## src/rtl/fifo_burst_reader_if.sv

```systemverilog
// Bundles the burst command, FIFO read port and output stream of fifo_burst_reader.
// The master modport is the reader's view; slave is the surrounding environment.
interface fifo_burst_reader_if #(
    parameter int DWIDTH = 8,
    parameter int LWIDTH = 8
);
    logic              start;
    logic [LWIDTH-1:0] len;
    logic              busy;
    logic              done;
    logic              fifo_empty;
    logic              fifo_r_en;
    logic [DWIDTH-1:0] fifo_d_out;
    logic              m_valid;
    logic              m_ready;
    logic [DWIDTH-1:0] m_data;
    logic              m_last;

    modport master (
        input  start, len, fifo_empty, fifo_d_out, m_ready,
        output busy, done, fifo_r_en, m_valid, m_data, m_last
    );

    modport slave (
        output start, len, fifo_empty, fifo_d_out, m_ready,
        input  busy, done, fifo_r_en, m_valid, m_data, m_last
    );
endinterface

```

## src/rtl/fifo_burst_reader.sv

```systemverilog
// Pops exactly len words from a registered-read FIFO and streams them out with a last flag,
// hiding the one-cycle read latency behind a 2-entry in-order skid buffer.
module fifo_burst_reader #(
    parameter int DWIDTH = 8,
    parameter int LWIDTH = 8
) (
    input  logic                clk,
    input  logic                rst_l,
    fifo_burst_reader_if.master bus
);
    typedef enum logic [1:0] {
        IDLE = 2'd0,
        RUN  = 2'd1,
        FIN  = 2'd2
    } state_t;

    state_t            state_q, state_d;
    logic [LWIDTH-1:0] len_q, len_d;
    logic [LWIDTH-1:0] issued_q, issued_d;
    logic [LWIDTH-1:0] delivered_q, delivered_d;
    logic              inflight_q, inflight_d;
    logic [1:0]        cnt_q, cnt_d;

    logic              pop;
    logic              rd_en;
    logic              last_head;
    logic [1:0]        occ;
    logic [1:0]        occ_after_pop;
    logic [1:0]        wr_idx;
    logic [DWIDTH-1:0] ent [2];

    assign pop           = (cnt_q != 2'd0) && bus.m_ready;
    assign occ           = cnt_q + {1'b0, inflight_q};
    assign occ_after_pop = occ - {1'b0, pop};
    assign last_head     = (delivered_q == (len_q - LWIDTH'(1)));

    // A read is only launched if its word is guaranteed a slot when it lands next cycle.
    assign rd_en = (state_q == RUN) && !bus.fifo_empty && (issued_q < len_q)
                   && (occ_after_pop < 2'd2);

    assign bus.fifo_r_en = rd_en;
    assign bus.busy      = (state_q == RUN);
    assign bus.done      = (state_q == FIN);
    assign bus.m_valid   = (cnt_q != 2'd0);
    assign bus.m_data    = ent[0];
    assign bus.m_last    = (cnt_q != 2'd0) && last_head;

    always_comb begin
        state_d     = state_q;
        len_d       = len_q;
        issued_d    = issued_q;
        delivered_d = delivered_q;
        case (state_q)
            IDLE: begin
                if (bus.start) begin
                    len_d       = bus.len;
                    issued_d    = '0;
                    delivered_d = '0;
                    state_d     = (bus.len == '0) ? FIN : RUN;
                end
            end
            RUN: begin
                if (rd_en) begin
                    issued_d = issued_q + LWIDTH'(1);
                end
                if (pop) begin
                    delivered_d = delivered_q + LWIDTH'(1);
                    if (last_head) begin
                        state_d = FIN;
                    end
                end
            end
            FIN: begin
                state_d = IDLE;
            end
            default: begin
                state_d = IDLE;
            end
        endcase
    end

    // Returned word lands in the first free slot after this cycle's pop has shifted the head.
    always_comb begin
        inflight_d = rd_en;
        cnt_d      = cnt_q + {1'b0, inflight_q} - {1'b0, pop};
        wr_idx     = cnt_q - {1'b0, pop};
    end

    always_ff @(posedge clk or negedge rst_l) begin
        if (!rst_l) begin
            state_q     <= IDLE;
            len_q       <= '0;
            issued_q    <= '0;
            delivered_q <= '0;
            inflight_q  <= 1'b0;
            cnt_q       <= 2'd0;
        end else begin
            state_q     <= state_d;
            len_q       <= len_d;
            issued_q    <= issued_d;
            delivered_q <= delivered_d;
            inflight_q  <= inflight_d;
            cnt_q       <= cnt_d;
        end
    end

    genvar gi;
    generate
        for (gi = 0; gi < 2; gi++) begin : g_entry
            logic [DWIDTH-1:0] ent_q, ent_d;
            logic [DWIDTH-1:0] shift_src;

            if (gi == 0) begin : g_head
                assign shift_src = ent[1];
            end else begin : g_tail
                assign shift_src = ent_q;
            end

            always_comb begin
                ent_d = ent_q;
                if (pop) begin
                    ent_d = shift_src;
                end
                if (inflight_q && (wr_idx == 2'(gi))) begin
                    ent_d = bus.fifo_d_out;
                end
            end

            always_ff @(posedge clk or negedge rst_l) begin
                if (!rst_l) begin
                    ent_q <= '0;
                end else begin
                    ent_q <= ent_d;
                end
            end

            assign ent[gi] = ent_q;
        end
    endgenerate
endmodule

```

## src/flat_wrapper.sv

```systemverilog
// flat-port wrapper written by rule: the top's interface ports become plain ports
module fifo_burst_reader_flat 
#(
    parameter int DWIDTH = 8,
    parameter int LWIDTH = 8
)
  (clk, rst_l, bus_start, bus_len, bus_fifo_empty, bus_fifo_d_out, bus_m_ready, bus_busy, bus_done, bus_fifo_r_en, bus_m_valid, bus_m_data, bus_m_last);
  fifo_burst_reader_if #(.DWIDTH(DWIDTH), .LWIDTH(LWIDTH)) bus_i ();
  input  logic clk;
  input  logic rst_l;
  input wire logic [$bits(bus_i.start)-1:0] bus_start;
  input wire logic [$bits(bus_i.len)-1:0] bus_len;
  input wire logic [$bits(bus_i.fifo_empty)-1:0] bus_fifo_empty;
  input wire logic [$bits(bus_i.fifo_d_out)-1:0] bus_fifo_d_out;
  input wire logic [$bits(bus_i.m_ready)-1:0] bus_m_ready;
  output wire logic [$bits(bus_i.busy)-1:0] bus_busy;
  output wire logic [$bits(bus_i.done)-1:0] bus_done;
  output wire logic [$bits(bus_i.fifo_r_en)-1:0] bus_fifo_r_en;
  output wire logic [$bits(bus_i.m_valid)-1:0] bus_m_valid;
  output wire logic [$bits(bus_i.m_data)-1:0] bus_m_data;
  output wire logic [$bits(bus_i.m_last)-1:0] bus_m_last;
  assign bus_i.start = bus_start;
  assign bus_i.len = bus_len;
  assign bus_i.fifo_empty = bus_fifo_empty;
  assign bus_i.fifo_d_out = bus_fifo_d_out;
  assign bus_i.m_ready = bus_m_ready;
  assign bus_busy = bus_i.busy;
  assign bus_done = bus_i.done;
  assign bus_fifo_r_en = bus_i.fifo_r_en;
  assign bus_m_valid = bus_i.m_valid;
  assign bus_m_data = bus_i.m_data;
  assign bus_m_last = bus_i.m_last;
  fifo_burst_reader #(.DWIDTH(DWIDTH), .LWIDTH(LWIDTH)) u_core (.clk(clk), .rst_l(rst_l), .bus(bus_i));
endmodule
```

## config.mk

```make
export PLATFORM = sky130hd
export DESIGN_NAME = fifo_burst_reader_flat
export DESIGN_NICKNAME = d
export VERILOG_FILES = /design/src/rtl/fifo_burst_reader_if.sv /design/src/rtl/fifo_burst_reader.sv /design/src/flat_wrapper.sv
export SDC_FILE = /design/constraint.sdc
export NUM_CORES = 1
export LEC_CHECK = 0
export CELL_PAD_IN_SITES_DETAIL_PLACEMENT = 2
export CELL_PAD_IN_SITES_GLOBAL_PLACEMENT = 2
export CORE_MARGIN = 4
export CORE_UTILIZATION = 37
export CTS_CLUSTER_DIAMETER = 60
export CTS_CLUSTER_SIZE = 24
export DETAILED_ROUTE_END_ITERATION = 12
export PLACE_DENSITY_LB_ADDON = 0.05
export RECOVER_POWER = 25
export SLEW_MARGIN = 0
export SYNTH_ARGS = -nofsm -noshare
export SYNTH_HDL_FRONTEND = slang
export SYNTH_SLANG_ARGS = --single-unit
```

## constraint.sdc

```tcl
create_clock -name clk -period 5.1 [get_ports clk]
set_input_delay 1.02 -clock clk [delete_from_list [all_inputs] [get_ports clk]]
set_output_delay 1.02 -clock clk [all_outputs]
set_load 0.005 [all_outputs]
```

==> results of run 1 <==
## report_power, final
group / total, mW / leakage (nW) / switching (mW) / internal (mW)
combinational: 0.857 / 0.769 / 0.449 / 0.408
clock: 0.277 / 0.0554 / 0.129 / 0.147
sequential: 0.674 / 0.548 / 0.165 / 0.509
total: 1.81 / 1.37 / 0.743 / 1.06
## cells in the final DEF, fill, tap and decap left out, drive strengths merged, types with 2 or more instances in the layout
cell type      synthesis  final
clkbuf                 7      7
a21oi                  6      6
o21ai                 12     12
a21o                   2      2
o2111a                 2      2
mux2                   8      8
nor3                   3      3
nand2                 41     41
ha                    13     13
mux2i                  5      5
xnor2                 10     10
or2                    2      2
o2111ai                2      2
clkdlybuf4s50          0     32
dfrtp                 45     45
a2111oi                2      2
nand2b                 6      6
nand3                  8      8
a31oi                  8      8
nor2                  22     22
o211ai                 6      6
a211o                  3      3
a211oi                 5      5
nand4                  4      4
inv                   17     17
xor2                   8      8
buf                    1      5
nor2b                  3      3
nor4                   3      3
and2                   2      2
## flip-flops by register name, indices dropped and copies added, names as in the netlist
register	flops
u_core.delivered_q	8
u_core.len_q	8
u_core.bus.m_data	8
u_core.g_entry.shift_src	8
u_core.cnt_q	2
u_core.state_q	2
u_core.issued_q	8
u_core.inflight_q	1
## metrics by stage
step           worst slack, ps  total power, mW  cells  cell area, sq um
3_5_place_dp               468             1.54    398              3070
2_1_floorplan             1230             1.23    272              2620
3_3_place_gp               537             1.50    398              3070
5_1_grt                    180             1.99    406              3180
4_1_cts                    407             1.84    406              3180
6_report                   462             1.81    406              3180
## worst paths after layout
check | endpoint | slack, ps | cells after the start
setup reg to reg | u_core.issued_q[6] | 2260 | 12
setup / recovery | bus_fifo_r_en | 460 | 11
hold reg to reg | u_core.g_entry[0].shift_src[0] | 520 | 1
hold / removal | u_core.g_entry[0].shift_src[0] | 520 | 1
max in group asynchronous | u_core.issued_q[7] | 2150 | 1
min in group asynchronous | u_core.delivered_q[7] | 1500 | 1
## layout make-up
type / instances / area (sq um)
clock inverter: 2 / 38.8
tap: 96 / 120
timing repair buffer: 38 / 362
sequential: 45 / 1130
multi-input combinational: 202 / 1400
inverter: 17 / 63.8
clock buffer: 6 / 72.6
fill: 725 / 3650
## worst reg2reg max path, stage by stage (launching register included)
cell and delay (ps):
dfrtp_1 450, or2_2 330, nand2_1 100, inv_1 60, ha_1 280, inv_1 40, ha_1 180, xor2_1 150
xnor2_1 270, o2111ai_2 170, buf_4 210, a211oi_1 280, mux2i_1 240
## metal layers
| layer | GRT usage [%] | wire (microns) | vias up |
|---|---|---|---|
| met2 | 32.0 | 3680 | 16 |
| met4 | 5.20 | 119 | 0 |
| met5 | 0 | 0 | - |
| met1 | 23.5 | 3310 | 1094 |
| li1 | - | - | 1034 |
| met3 | 3.04 | 125 | 9 |
## logic make-up after synthesis
family,count (synthesis),share of synthesized area (%)
compound gates,58,17.8
xor+xnor,18,6.02
mux,13,5.35
flops,45,43.0
fa+ha+maj,13,6.21
buf+inv,25,3.63
simple gates,100,18.0
==> results.md, run 1 <==
- Hpwl dp: 5.54 mm
- Post-Route WL: 7.24 mm
- Share of layout cells above drive strength 1: 10.0%
- Final max-slew violation count: 46
- Violated checks: capacitance limit, slew limit
- Most used DFF post-synth: dfrtp_1
- First-pass GRT wire length: 12.4 mm
- CTS tree: done
- Row count: 30
- Post-cts gate resize count: 0
- Largest net degree at the start of global routing: 46
- Worst Clk Skew: 11.3 ps
- Top cells by count, synth: 45 x dfrtp_1, 41 x nand2_1, 22 x nor2_1, 17 x inv_1, 13 x ha_1
- Crit path buf inv count: 4
- FMAX: 216 MHz
- CTS Buf Count: 5
- Max_cap viols: 1
- Die Width: 92.1 microns
- Die ar.: 0.00849 sq mm
- DR DRC count: 0
- Rel. slew slack: -70.2%
- Root Driver: clkbuf_8
- Setup bufs post-CTS: 0
- Routed vias/inst: 5.30
- Final ANT Viol Nets: 0
- DIE HEIGHT: 92.1 microns
- Average size of a mapped cell: 9.63 sq um
- Yosys reg bits: 45
- Top cell type's share of synthesized area: 43.0%
- R2R Path Start: u_core.cnt_q[1]
- Drt first pass iters: 4
- Share of flip-flops with an asynchronous set or reset: 100%
- Worst Hold Class: reg -> reg
- WS Path Type: in -> out
- Critical path launch point: bus_m_ready
- Clock transition at path regs: 90 ps
- CTS Buffer Depth: 2
- # diodes: 0
- Initial antenna violation count: 0
- RSZ-0062 raised after global routing: no
- Crit end category: output pin
- Num ports: 34
- Synth Instances: 272
- Final core occ: 46.6%
- Final Hold Vio Count: 0
- Hold wc startpoint: u_core.g_entry[0].shift_src[0]
- Total Neg Setup Slack: 0 ps
- Part of the Yosys area used for sequential elements: 43.0%
- Pwr Density: 568 mW/mm^2
- Fin nets: 343
- Crit-path slowest cell: clkdlybuf4s50_1
- Data required time at the worst endpoint: 4080 ps
- # clock sinks: 45
- Crit path cell chain: clkdlybuf4s50_1, nand2_1, inv_1, ha_1, inv_1, ha_1, xor2_1, xnor2_1, o2111ai_2, a21oi_1, clkdlybuf4s50_1
- Clock Latency Late Sink: 310 ps
- Top cells by area, synth: dfrtp_1 43%, ha_1 6.2%, nand2_1 5.9%
- Most frequent cell after synthesis: dfrtp_1
- Cts hold-fix bufs: 0
- H-Tree Depth: 2
- Core ar.: 0.00683 sq mm
- Critical Path Start Type: primary input
- Syn nets: 306
- Yosys warnings: 0
- Synth cell types: 49
- Largest delay share family, worst path: buffers and inverters
- P_leak: 1.37 nW
- DR WL/cell: 17.8 microns
- RePlAce Congestion: 0.782
- Vias in the first global route: 2381
- Tmin final: 4640 ps
- Crit path largest cell delay: 570 ps
- Area Overhead vs Synth: 21.5%
- Initial core utilization: 38.3%
- Vias: 2153
- Crit share post-route: 90.9%
- Worst path arrival time: 3620 ps
- GRT overflow: 0
- Initial DRC count: 54
- Status: finished with violations
- Critical path peak fanout: 4
- Cell area after synthesis: 0.00262 sq mm
- Area leader, netlist: dfrtp_1
- GRT Total Usage: 18.4%
- Final setup viols: 0
- Worst-margin pin slew: 2550 ps
- Hold slack: 516 ps
- Number of enable flip-flop cells after synthesis: 0
- Port buffer count: 33
- Max VDD drop: 0.216 mV
Note: power is estimated with default switching activity, not from simulation.
==> inputs of run 2 (changes only) <==
--- a/config.mk
+++ b/config.mk
@@ -5,10 +5,10 @@
 export SDC_FILE = /design/constraint.sdc
 export NUM_CORES = 1
 export LEC_CHECK = 0
-export CELL_PAD_IN_SITES_DETAIL_PLACEMENT = 2
-export CELL_PAD_IN_SITES_GLOBAL_PLACEMENT = 2
+export CELL_PAD_IN_SITES_DETAIL_PLACEMENT = 1
+export CELL_PAD_IN_SITES_GLOBAL_PLACEMENT = 1
 export CORE_MARGIN = 4
-export CORE_UTILIZATION = 37
+export CORE_UTILIZATION = 45
 export CTS_CLUSTER_DIAMETER = 60
 export CTS_CLUSTER_SIZE = 24
 export DETAILED_ROUTE_END_ITERATION = 12
==> run 2 against run 1 <==
  * The run still ends with capacitance limit, slew limit left
  * Worst hold slack worse by 1.8 ps
  * Combinational power down 2.8%
  * First-iteration DRC count up 39%
  * Clock-buffer cell count unchanged
  * Die area down 16%
  * Largest cell class unchanged
  * Register-to-register slack better by 120 ps
==> results.md, run 2 (synthesis results as in run 1) <==
- Status: finished with violations
- Violated checks: capacitance limit, slew limit
- Num ports: 34
- CTS tree: done
- Worst hold path stage count: 1
- WS Path Type: in -> out
- Crit path cell chain: clkdlybuf4s50_1, nand2_1, inv_1, ha_1, inv_1, ha_1, xor2_1, xnor2_1, o2111ai_2, a21oi_1, clkdlybuf4s50_1
- Multi-input logic area: 0.00140 sq mm
- Largest net degree at the start of global routing: 46
- Crit share post-route: 88.3%
- Post-Route WL: 6.30 mm
- Crit-path slowest cell: clkdlybuf4s50_1
- Crit path largest cell delay: 560 ps
- Row count: 27
- Fin nets: 341
- Area Overhead vs Synth: 19.7%
- Final setup viols: 0
- Clock transition at path regs: 90 ps
- CTS Buf Count: 5
- Hold wc startpoint: u_core.g_entry[0].shift_src[7]
- GRT overflow: 0
- Share of layout cells above drive strength 1: 9.42%
- Post-Place Worst Slack: 572 ps
- Core ar.: 0.00557 sq mm
- Crit end category: output pin
- Die ar.: 0.00710 sq mm
- DR DRC count: 0
- RePlAce Congestion: 0.818
- Tmin final: 4500 ps
- Worst path arrival time: 3480 ps
- Max VDD drop: 0.272 mV
- Post-cts gate resize count: 0
- Post-route setup slack: 595 ps
- Root Driver: clkbuf_8
- H-Tree Depth: 2
- # diodes: 0
- Cts hold-fix bufs: 0
- Final core occ: 56.3%
- Total chip power: 1.78 mW
- R2R depth: 12
- CTS Buffer Depth: 2
- Routed vias/inst: 5.54
- Total Neg Setup Slack: 0 ps
- Setup bufs post-CTS: 0
- # clock sinks: 45
- Die Width: 84.3 microns
- Clock Latency Late Sink: 300 ps
- Drt first pass iters: 4
- Worst-margin pin slew: 2430 ps
- Vias in the first global route: 2243
- DR WL/cell: 16.6 microns
- P_leak: 1.36 nW
- Worst Clk Skew: 4.96 ps
- Initial DRC count: 75
- Commonest non-fill, non-tap cell in the layout: dfrtp_1
- R2R Path Start: u_core.cnt_q[0]
- Vias: 2104
- Worst Hold Class: reg -> reg
- Final max-slew violation count: 46
- Pwr Density: 567 mW/mm^2
- Data required time at the worst endpoint: 4080 ps
- Initial core utilization: 47.0%
- FMAX: 222 MHz
- DIE HEIGHT: 84.3 microns
- RSZ-0062 raised after global routing: no
- Initial antenna violation count: 0
- Reg area: 0.00113 sq mm
- Final ANT Viol Nets: 0
- First-pass GRT wire length: 11.2 mm
- Max_cap viols: 1
- Most frequent cells in the layout: 45 x dfrtp_1, 41 x nand2_1, 32 x clkdlybuf4s50_1, 22 x nor2_1, 17 x inv_1
- Hpwl dp: 4.76 mm
- Critical Path Start Type: primary input
- Fill cell count: 634
- R2r setup slk: 2380 ps
- Critical path peak fanout: 4
- Rel. slew slack: -62.0%
- Final Hold Vio Count: 0
- GRT Total Usage: 19.3%
- Hold slack: 514 ps
- Critical path launch point: bus_m_ready
- Port buffer count: 33
[run 2: routing by layer]
layer  wire [microns]  up-vias  global-route usage [%]
met2             3160       13                    32.4
met3              101        5                    3.43
met1             2980     1051                    26.1
li1                 -     1035                       -
met4               61        0                    4.39
met5                0        -                       0
[run 2: power by group]
part | internal, mW | total [mW] | switching, mW
clock network | 0.147 | 0.274 | 0.127
logic | 0.405 | 0.833 | 0.428
registers | 0.509 | 0.672 | 0.162
[run 2: final timing paths]
check,to
min,u_core.g_entry[0].shift_src[7]
min in group asynchronous,u_core.delivered_q[4]
max in group asynchronous,u_core.issued_q[4]
max,bus_fifo_r_en
min reg2reg,u_core.g_entry[0].shift_src[7]
max reg2reg,u_core.issued_q[5]
[run 2: area by class of cell]
cell class	instances	share of cell area, %
Clock buffer	6	2.31
Sequential cell	45	35.9
Multi-Input combinational cell	202	44.6
Timing Repair Buffer	36	11.1
Inverter	17	2.04
Tap cell	72	2.87
Clock inverter	2	1.24
[run 2: worst max-delay path: cells and delay by family]
family / cells / cell delay [ps]
AO/OA/AOI/OAI: 2 / 440
XOR/XNOR: 2 / 410
adder cells (fa/ha/maj): 2 / 430
buffers and inverters: 4 / 1080
AND/OR/NAND/NOR: 1 / 90
[run 2: stage by stage]
| step | instances | area, sq um |
|---|---|---|
| global placement | 372 | 3030 |
| detailed placement | 372 | 3030 |
| floorplan | 272 | 2620 |
| finish | 380 | 3140 |
| CTS | 380 | 3140 |
| global route | 380 | 3140 |
==> inputs of run 3 (changes only) <==
--- a/config.mk
+++ b/config.mk
@@ -5,6 +5,7 @@
 export SDC_FILE = /design/constraint.sdc
 export NUM_CORES = 1
 export LEC_CHECK = 0
+export ABC_CLOCK_PERIOD_IN_PS = 5100
 export CELL_PAD_IN_SITES_DETAIL_PLACEMENT = 1
 export CELL_PAD_IN_SITES_GLOBAL_PLACEMENT = 1
 export CORE_MARGIN = 4
==> results of run 3 <==
The final DEF is identical to that of run 2; final timing and power are the same.
==> patch, RTL diff (flow settings as in run 1) <==
`DWIDTH` is set to 8 in 3 places; all go to 10.
--- a/src/rtl/fifo_burst_reader_if.sv
+++ b/src/rtl/fifo_burst_reader_if.sv
@@ -1,7 +1,7 @@
 // Bundles the burst command, FIFO read port and output stream of fifo_burst_reader.
 // The master modport is the reader's view; slave is the surrounding environment.
 interface fifo_burst_reader_if #(
-    parameter int DWIDTH = 8,
+    parameter int DWIDTH = 10,
     parameter int LWIDTH = 8
 );
     logic              start;
--- a/src/rtl/fifo_burst_reader.sv
+++ b/src/rtl/fifo_burst_reader.sv
@@ -1,7 +1,7 @@
 // Pops exactly len words from a registered-read FIFO and streams them out with a last flag,
 // hiding the one-cycle read latency behind a 2-entry in-order skid buffer.
 module fifo_burst_reader #(
-    parameter int DWIDTH = 8,
+    parameter int DWIDTH = 10,
     parameter int LWIDTH = 8
 ) (
     input  logic                clk,
--- a/src/flat_wrapper.sv
+++ b/src/flat_wrapper.sv
@@ -1,7 +1,7 @@
 // flat-port wrapper written by rule: the top's interface ports become plain ports
 module fifo_burst_reader_flat 
 #(
-    parameter int DWIDTH = 8,
+    parameter int DWIDTH = 10,
     parameter int LWIDTH = 8
 )
   (clk, rst_l, bus_start, bus_len, bus_fifo_empty, bus_fifo_d_out, bus_m_ready, bus_busy, bus_done, bus_fifo_r_en, bus_m_valid, bus_m_data, bus_m_last);
Ports: changed (resized bus_fifo_d_out and bus_m_data); port bits go from 34 to 38. No check against the original RTL was run, so the function may have changed too.
==> patch against run 1 <==
The run still ends with max-capacitance violations, max-slew violations left; area after synthesis increased by 2.8%; largest cell class unchanged; maximum frequency increased by 2.6%; critical endpoint unchanged; setup slack improved by 120 ps; routed wire length about the same; total power increased by 3.4%; clock power decreased by 13%; final area increased by 1.9%; sequential cell count increased by 4.
==> patch: results (changes against run 1) <==
Cells and area
  – Logic inverters: 15 (-2)
  – Signal buffers: 41 (+7.9%)
  – Multi-input combinational area share: 41.9% (-2.1 points)
  – Finished Layout Cells: 412 (+1.5%)
  – Area Growth Syn to Fin: 20.5%
  – FF+latch area: 1230 µm² (+8.9%)
  – Fin nets: 352 (+2.6%)
  – Area taken by multi-input logic gates: 1360 µm² (-2.9%)
  – ClkCell Share: 2.78% (-0.72 points)
  – Non-Clock Buffer Area Fraction: 12.1% (+0.71 points)
  – Multi-In Gates: 204 (+0.99%)
  – Share of cells above drive strength 1: 11.1% (+1.1 points)
  – Filler cell count: 745 (+2.8%)
  – Count of flip-flops and latches: 49 (+8.9%)

STA
  – Clock Skew: 6.99 ps (-4.30 ps)
  – Worst-Margin Slew: 2750 ps (+202 ps)
  – Max-slew violations: 50 (+8.7%)

Clock network
  – CTS Buffer Depth: 2 (unchanged)
  – CTS Root Cell: clkbuf_8

Global routing
  – Global-route wire length before repair: 12.3 mm (-0.78%)
  – Largest net degree at the start of global routing: 50 (+8.7%)
  – Vias in the first global route: 2,441 (+2.5%)
  – GRT Overall Usage: 17.9% (-0.49 points)

Critical path
  – CP Data Arrival Time: 3500 ps (-120 ps)
  – Critical path fanouts, max: 11 (+7)
  – Crit path largest cell delay: 510 ps (-60 ps)

Synthesis
  – Post-synthesis compound-gate area fraction: 10.2% (-7.6 points)
  – Synth Area in XOR/XNOR: 6.83% (+0.81 points)
  – Mapped Cells: 278 (+2.2%)
  – Top post-synthesis cells by area: dfrtp_1, ha_1, nand2_1, mux2_2, nor2_1
  – Mux contribution to synthesized area: 5.72% (+0.37 points)
  – Synth Net Count: 314 (+2.6%)
  – Post-synth top cells: dfrtp_1, nand2_1, nor2_1, inv_1, ha_1
  – Netlist cell types: 51 (+4.1%)
  – Sequential area share after synthesis: 45.6% (+2.6 points)
  – Adder-cell share of the synthesized area: 6.04% (-0.17 points)

Status
  – Status: finished, violations left
  – Failing checks: max-capacitance violations, max-slew violations

Place
  – Area after DPL: 3160 µm² (+2.8%)
  – GP Congestion: 0.751 (-4.1%)
  – Pre-CTS WS: 541 ps (+72.9 ps)
  – Port bufs: 37 (+12%)
  – Post-DP HPWL: 5.35 mm (-3.4%)

Route
  – Drt wl/cell: 17.6 µm (-1.5%)
  – Pre-antenna DRT Iters: 4 (unchanged)
  – Via/cell ratio: 5.30 (about the same)

Power
  – VDD IR max: 0.000245 V (+13%)
  – Total leakage power: 1.41 nW (+3.1%)
  – Cell Int Power: 1.10 mW (+2.9%)
  – PD cells: 576 nW/µm² (+1.4%)
  – Sequential power: 0.768 mW (+14%)
  – Comb. pwr: 0.860 mW (about the same)

Job
  – Max Cap Viol: 1 (unchanged)
[patch: cell count changes after synthesis, sizes merged, moves of 3 or more]
cell	delta
nor2	+5
o211ai	-5
dfrtp	+4
nand4	+4
a211o	-3
a211oi	-3
buf	+3
mux2	+3
nand2	+3
nand2b	-3
xor2	+3
[patch: path summary, 6_finish.rpt]
path	startpoint	end	slack, ps	cells after the start
max	bus_m_ready	bus_fifo_r_en	580	11
min	u_core.g_entry[0].shift_src[6]	u_core.g_entry[0].shift_src[6]	520	1
max reg2reg	u_core.cnt_q[1]	u_core.bus.m_data[5]	2130	9
min reg2reg	u_core.g_entry[0].shift_src[6]	u_core.g_entry[0].shift_src[6]	520	1
max in group asynchronous	rst_l	u_core.bus.m_data[7]	1870	2
min in group asynchronous	rst_l	u_core.len_q[5]	1680	2
[patch: worst register-to-register path, delay by kind of cell, from the launching register on]
kind / cells / cell delay [ps]
XOR/XNOR: 1 / 190
buffers and inverters: 2 / 340
adder cells (fa/ha/maj): 1 / 220
AND/OR/NAND/NOR: 4 / 1550
AO/OA/AOI/OAI: 1 / 60
flip-flops: 1 / 450
[patch: layer usage]
metal / global-route usage [%] / part of all wire (%) / up-vias
met2: 29.8 / 49 / 25
met1: 23.8 / 47 / 1119
li1: - / - / 1031
met5: 0 / 0 / -
met3: 3.30 / 2.1 / 8
met4: 5.13 / 1.4 / 0
[patch: cell families (layout without fill, tap and decap cells)]
| group | after synthesis | in the layout |
|---|---|---|
| compound gates | 40 | 40 |
| xor+xnor | 21 | 21 |
| fa+ha+maj | 13 | 13 |
| buf+inv | 25 | 63 |
| flops | 49 | 49 |
| mux | 14 | 14 |
| simple gates | 116 | 116 |
